$ cat src/rtl/his_acq_if.sv
// Pixel-side valid/ready handshake and histogram-builder write bus of the acquisition sequencer.
interface his_acq_if #(
  parameter int PIXEL_NUM = 6,
  parameter int NP        = 10
);
  logic [PIXEL_NUM-1:0]    pix_valid;
  logic [PIXEL_NUM*NP-1:0] pix_data;
  logic [PIXEL_NUM-1:0]    pix_ready;
  logic                    hb_res;
  logic                    hb_wr_en;
  logic [NP-1:0]           hb_data;

  modport master (
    input  pix_valid, pix_data,
    output pix_ready, hb_res, hb_wr_en, hb_data
  );

  modport slave (
    output pix_valid, pix_data,
    input  pix_ready, hb_res, hb_wr_en, hb_data
  );
endinterface

$ cat src/rtl/his_acq_sequencer.sv
// Frame sequencer for hisBuilderFSM: clear, per-shot ascending pixel scan with
// timeout-driven null words, then pipeline drain and a frame_done pulse.
module his_acq_sequencer #(
  parameter int PIXEL_NUM    = 6,
  parameter int ACQ_NUM      = 2,
  parameter int NP           = 10,
  parameter int WAIT_MAX     = 4,
  parameter int DRAIN_CYCLES = 4
) (
  input  logic        clk,
  input  logic        res,
  input  logic        start,
  input  logic        abort,
  input  logic        laser_trig,
  his_acq_if.master   bus,
  output logic        busy,
  output logic        frame_done,
  output logic        trig_overrun
);

  localparam int SLOT_W  = (PIXEL_NUM > 1) ? $clog2(PIXEL_NUM) : 1;
  localparam int ACQ_W   = (ACQ_NUM > 1) ? $clog2(ACQ_NUM) : 1;
  localparam int WAIT_W  = (WAIT_MAX > 1) ? $clog2(WAIT_MAX) : 1;
  localparam int DRAIN_W = $clog2(DRAIN_CYCLES + 1);

  typedef enum logic [2:0] {
    S_IDLE,
    S_CLEAR,
    S_WAIT_TRIG,
    S_SCAN,
    S_DRAIN,
    S_DONE
  } state_t;

  state_t              state_q, state_d;
  logic [SLOT_W-1:0]   slot_q, slot_d;
  logic [WAIT_W-1:0]   wait_q, wait_d;
  logic [ACQ_W-1:0]    acq_q, acq_d;
  logic [DRAIN_W-1:0]  drain_q, drain_d;
  logic                wr_en_q, wr_en_d;
  logic [NP-1:0]       data_q, data_d;
  logic                ovr_q, ovr_d;

  logic                sel_valid;
  logic [NP-1:0]       sel_data;
  logic                grant;
  logic [PIXEL_NUM-1:0] pix_ready_c;

  // Mux of the pixel currently addressed by the scan slot.
  always_comb begin
    sel_valid = 1'b0;
    sel_data  = '0;
    for (int i = 0; i < PIXEL_NUM; i++) begin
      if (slot_q == SLOT_W'(i)) begin
        sel_valid = bus.pix_valid[i];
        sel_data  = bus.pix_data[i*NP +: NP];
      end
    end
  end

  assign grant = (state_q == S_SCAN) && sel_valid;

  always_comb begin
    state_d     = state_q;
    slot_d      = slot_q;
    wait_d      = wait_q;
    acq_d       = acq_q;
    drain_d     = drain_q;
    wr_en_d     = 1'b0;
    data_d      = '0;
    ovr_d       = ovr_q;
    pix_ready_c = '0;

    if (laser_trig && (state_q != S_IDLE) && (state_q != S_WAIT_TRIG)) begin
      ovr_d = 1'b1;
    end

    unique case (state_q)
      S_IDLE: begin
        if (start) begin
          state_d = S_CLEAR;
          ovr_d   = 1'b0;
        end
      end
      S_CLEAR: begin
        acq_d   = '0;
        state_d = S_WAIT_TRIG;
      end
      S_WAIT_TRIG: begin
        if (laser_trig) begin
          state_d = S_SCAN;
          slot_d  = '0;
          wait_d  = '0;
        end
      end
      S_SCAN: begin
        for (int i = 0; i < PIXEL_NUM; i++) begin
          if (slot_q == SLOT_W'(i)) pix_ready_c[i] = bus.pix_valid[i];
        end
        // A slot closes either on its handshake or on the last allowed wait cycle.
        if (sel_valid || (wait_q == WAIT_W'(WAIT_MAX - 1))) begin
          wr_en_d = 1'b1;
          data_d  = sel_valid ? sel_data : '0;
          wait_d  = '0;
          if (slot_q == SLOT_W'(PIXEL_NUM - 1)) begin
            slot_d = '0;
            if (acq_q == ACQ_W'(ACQ_NUM - 1)) begin
              state_d = S_DRAIN;
              drain_d = '0;
            end else begin
              acq_d   = acq_q + 1'b1;
              state_d = S_WAIT_TRIG;
            end
          end else begin
            slot_d = slot_q + 1'b1;
          end
        end else begin
          wait_d = wait_q + 1'b1;
        end
      end
      S_DRAIN: begin
        // First DRAIN cycle still carries the last registered write.
        if (drain_q == DRAIN_W'(DRAIN_CYCLES)) begin
          state_d = S_DONE;
        end else begin
          drain_d = drain_q + 1'b1;
        end
      end
      S_DONE: begin
        state_d = S_IDLE;
      end
      default: begin
        state_d = S_IDLE;
      end
    endcase

    // Abort keeps a write already granted this cycle but drops a pending null write.
    if (abort && (state_q != S_IDLE)) begin
      state_d = S_IDLE;
      if (!grant) begin
        wr_en_d = 1'b0;
        data_d  = '0;
      end
    end
  end

  always_ff @(posedge clk) begin
    if (res) begin
      state_q <= S_IDLE;
      slot_q  <= '0;
      wait_q  <= '0;
      acq_q   <= '0;
      drain_q <= '0;
      wr_en_q <= 1'b0;
      ovr_q   <= 1'b0;
    end else begin
      state_q <= state_d;
      slot_q  <= slot_d;
      wait_q  <= wait_d;
      acq_q   <= acq_d;
      drain_q <= drain_d;
      wr_en_q <= wr_en_d;
      ovr_q   <= ovr_d;
    end
  end

  always_ff @(posedge clk) begin
    data_q <= data_d;
  end

  assign bus.pix_ready = pix_ready_c;
  assign bus.hb_res    = (state_q == S_CLEAR);
  assign bus.hb_wr_en  = wr_en_q;
  assign bus.hb_data   = wr_en_q ? data_q : '0;
  assign busy          = (state_q != S_IDLE);
  assign frame_done    = (state_q == S_DONE);
  assign trig_overrun  = ovr_q;

endmodule

$ cat src/flat_wrapper.sv
// flat-port wrapper written by rule: the top's interface ports become plain ports
module his_acq_sequencer_flat 
#(
  parameter int PIXEL_NUM    = 6,
  parameter int ACQ_NUM      = 2,
  parameter int NP           = 10,
  parameter int WAIT_MAX     = 4,
  parameter int DRAIN_CYCLES = 4
)
  (clk, res, start, abort, laser_trig, busy, frame_done, trig_overrun, bus_pix_valid, bus_pix_data, bus_pix_ready, bus_hb_res, bus_hb_wr_en, bus_hb_data);
  his_acq_if #(.PIXEL_NUM(PIXEL_NUM), .NP(NP)) bus_i ();
  input  logic clk;
  input  logic res;
  input  logic start;
  input  logic abort;
  input  logic laser_trig;
  output logic busy;
  output logic frame_done;
  output logic trig_overrun;
  input wire logic [$bits(bus_i.pix_valid)-1:0] bus_pix_valid;
  input wire logic [$bits(bus_i.pix_data)-1:0] bus_pix_data;
  output wire logic [$bits(bus_i.pix_ready)-1:0] bus_pix_ready;
  output wire logic [$bits(bus_i.hb_res)-1:0] bus_hb_res;
  output wire logic [$bits(bus_i.hb_wr_en)-1:0] bus_hb_wr_en;
  output wire logic [$bits(bus_i.hb_data)-1:0] bus_hb_data;
  assign bus_i.pix_valid = bus_pix_valid;
  assign bus_i.pix_data = bus_pix_data;
  assign bus_pix_ready = bus_i.pix_ready;
  assign bus_hb_res = bus_i.hb_res;
  assign bus_hb_wr_en = bus_i.hb_wr_en;
  assign bus_hb_data = bus_i.hb_data;
  his_acq_sequencer #(.PIXEL_NUM(PIXEL_NUM), .ACQ_NUM(ACQ_NUM), .NP(NP), .WAIT_MAX(WAIT_MAX), .DRAIN_CYCLES(DRAIN_CYCLES)) u_core (.clk(clk), .res(res), .start(start), .abort(abort), .laser_trig(laser_trig), .bus(bus_i), .busy(busy), .frame_done(frame_done), .trig_overrun(trig_overrun));
endmodule
$ cat config.mk
export PLATFORM = sky130hd
export DESIGN_NAME = his_acq_sequencer_flat
export DESIGN_NICKNAME = d
export VERILOG_FILES = /design/src/rtl/his_acq_if.sv /design/src/rtl/his_acq_sequencer.sv /design/src/flat_wrapper.sv
export SDC_FILE = /design/constraint.sdc
export NUM_CORES = 1
export LEC_CHECK = 0
export CAP_MARGIN = 20
export CORE_MARGIN = 10
export CORE_UTILIZATION = 40
export CTS_CLUSTER_SIZE = 40
export DETAILED_ROUTE_END_ITERATION = 8
export GPL_TIMING_DRIVEN = 1
export PLACE_DENSITY = 0.85
export SETUP_SLACK_MARGIN = 0.2
export SLEW_MARGIN = 30
export SYNTH_ARGS = -nofsm -noshare
export SYNTH_HDL_FRONTEND = slang
export SYNTH_SLANG_ARGS = --single-unit
$ cat constraint.sdc
create_clock -name clk -period 2.7 [get_ports clk]
set_clock_uncertainty 0.05 [all_clocks]
set_input_delay 0.405 -clock clk [delete_from_list [all_inputs] [get_ports clk]]
set_output_delay 0.405 -clock clk [all_outputs]
set_load 0.01 [all_outputs]
==> qor.yml <==
worst_setup_path:
  slowest_stage: "clkdlybuf4s50_1"
  cp-start-kind: "flop"
  cp_top_family: "simple AND/OR/NAND/NOR gates"
  cp.arrival_ns: 1.98
  crit_fanout: 13
  worstSetupEndpointType: "output pin"
  cp_num_buf_inv: 1
  ff2ff_setup_slack_ns: 0.53
  crit_required_ns: 2.25
  slowest_delay_ns: 0.55
  crit_type: "flop to output pin"
  crit_chain: "nand3b_1 -> nor2_1 -> and4_1 -> clkdlybuf4s50_1"
synthesis:
  ys_seq_elements: 24
  synth.top_cell.area_share_pct: 27.20
  netlist_instances: 214
  ys_seq_area_share_pct: 27.20
  yosys_most_used_dff: "dfxtp_1"
  synth.distinct_cells: 46
  synth_warnings: 0
  synth-async-reset-ratio_pct: 0
  synth_nets: 289
  synth_common_cells: "dfxtp_1 (24), nand2_1 (22), mux2i_1 (21)"
  synth-edff-count: 0
  synth_largest_area_cell: "dfxtp_1"
  syn_avg_cell_area_um2: 8.256
  yosysMostFrequentCell: "dfxtp_1"
  synth_area_leaders: "dfxtp_1 (27%), mux2i_1 (12%), a211oi_1 (5.1%)"
  synth_area_mm2: 0.001767
cells_and_area:
  insertedDiodeCount: 0
  finalNonFillerCells: 355
  nFillCells: 390
  drive_gt1_share_pct: 9.241
  nNetsFinal: 379
  area_growth_pct: 58.07
placement:
  io_buffers: 91
  gp_congestion: 0.8527
  dp_worst_setup_slack_ns: 0.4031
  dp_hpwl_um: 5105
  placed_cells: 349
job:
  drv_cap: 0
detailed_routing:
  routed_wl_um: 6257
  drc: 0
  drtIter0Drc: 188
  drt-wirelength-per-cell_um: 17.63
  viasPerCell: 5.451
  dr.pass1.iters: 4
  route.vias.total: 1935
  ant_nets: 0
run_status:
  outcome: "complete, no violations"
pwr:
  power.share.switching_pct: 28.78
  power.density_mw_per_mm2: 345.1
  pwr-share-comb_pct: 32.6
  power_frac_clock_pct: 25.9
  peakVddDrop_mv: 0.1969
  p_int_mw: 0.6863
  p_leak_nw: 0.9581
  p_switching_mw: 0.2773
  pwr-share-seq_pct: 41.4
timing:
  final.setup.tns_ns: 0
  slew_viol_final: 0
  final.period_utilization_pct: 90.03
  setup_viol_count_final: 0
  worstMarginPinSlew_ns: 0.6336
  rsz0062_at_grt: "true"
  layout_min_cycle_time_ns: 2.431
  fmax_ghz: 0.4114
  hold_viol: 0
  slew-limit-headroom_pct: 57.67
  setup_slack_ns: 0.2692
clock_network:
  insertion_delay_ns: 0.27
  cts_sinks: 24
  cts_tree: "yes"
  cts_buffers: 3
  htree_num_levels: 1
  cts_root_buffer: "clkbuf_8"
  clockBufferDepth: 2
  path_clk_slew_ns: 0.09
  cts_hold_buf: 0
global_route:
  grt_pass1_wl_um: 9673
  antenna_found_initial: 0
  track_usage_pct: 15.85
  grt_remaining_overflow: 0
  grt_pass1_vias: 1935
  grt_max_degree: 31
die:
  coreArea_mm2: 0.004324
  io-pin-count: 92
  dieArea_mm2: 0.007475
  die_x_um: 86.46
  start_util_pct: 40.86
  rows: 24
  die_h_um: 86.46
hold_path:
  hold_class: "flop to flop"
-- power groups by stage --
stage          registers, mW  clock network [mW]  logic (mW)
6_report               0.399               0.250       0.315
5_1_grt                0.404               0.266       0.341
4_1_cts                0.397               0.253       0.312
3_5_place_dp           0.404                   0       0.306
3_3_place_gp           0.403                   0       0.303
2_1_floorplan          0.392                   0       0.153
-- cell families after synthesis --
group	share of synthesized area, %
mux	12.75
buf+inv	5.524
fa+ha+maj	2.833
simple gates	25.71
flops	27.20
compound gates	25.99
-- registers in the layout, summed over array words and instances (netlist names) --
| name | cells |
|---|---|
| u_core.data_q | 10 |
| u_core.drain_q | 3 |
| u_core.slot_q | 3 |
| u_core.state_q | 3 |
| u_core.wait_q | 2 |
| u_core.acq_q | 1 |
| u_core.bus.hb_wr_en | 1 |
| u_core.trig_overrun | 1 |
-- worst register-to-register path, cell delays in order, from the launching register on --
cell and delay [ns]:
dfxtp_1 0.46, inv_1 0.14, ha_1 0.21, nor2_1 0.18
o21ai_2 0.11, o211ai_1 0.23, nand3_1 0.34, a211oi_1 0.35
-- metal layers --
metal | GRT usage [%] | vias up | wire (µm)
met5 | 0 | - | 0
met4 | 4.860 | 0 | 83
met3 | 2.533 | 6 | 249
met2 | 29.33 | 50 | 3460
met1 | 17.93 | 906 | 2463
li1 | - | 973 | -
-- metrics by stage --
step                      hold WS (ns)  cell area, µm²  power [mW]  util (%)
after floorplan                 0.3900            1767      0.5456         -
after global placement          0.4014            2713      0.7057     62.73
after detailed placement        0.4231            2713      0.7103     62.73
after CTS                       0.4451            2788      0.9620     64.47
after global routing            0.4724            2793       1.011     64.58
final                           0.4382            2793      0.9636     64.58
-- repair_timing --
item	CTS	global route
endpoints found under the hold margin	0	0
resized for setup	2	2
setup endpoints to repair	5	2
gates cloned	0	0
buffers inserted	2	0
pin swaps	0	0
-- path summary, 6_finish.rpt --
kind                      from               end  cells after the start
max          u_core.state_q[2]  bus_pix_ready[2]                      4
max reg2reg   u_core.slot_q[2]  u_core.data_q[6]                      7
min reg2reg   u_core.wait_q[1]  u_core.wait_q[1]                      2
min           u_core.wait_q[1]  u_core.wait_q[1]                      2
-- cells in the final DEF (no fill, tap or decap), drive strengths merged, types with 4 or more instances in the layout --
master / synthesis / final
a211oi: 15 / 15
a21oi: 8 / 8
a221oi: 10 / 10
and2: 13 / 13
buf: 6 / 7
clkbuf: 7 / 4
clkdlybuf4s50: 0 / 91
dfxtp: 24 / 24
ha: 4 / 4
inv: 8 / 8
mux2i: 21 / 21
nand2: 22 / 22
nand3: 5 / 5
nor2: 14 / 14
nor3: 7 / 7
o21ai: 17 / 17
-- area by class of cell --
cell class                 count  area [µm²]  share of cell area [%]
sequential                    24       483.0                   17.29
clock buffer                   4       55.05                   1.971
tap                           52       65.06                   2.330
timing repair buffer          98       970.9                   34.77
multi-input combinational    169        1189                   42.56
inverter                       8       30.03                   1.075
Power figures use the tool's default switching activity.
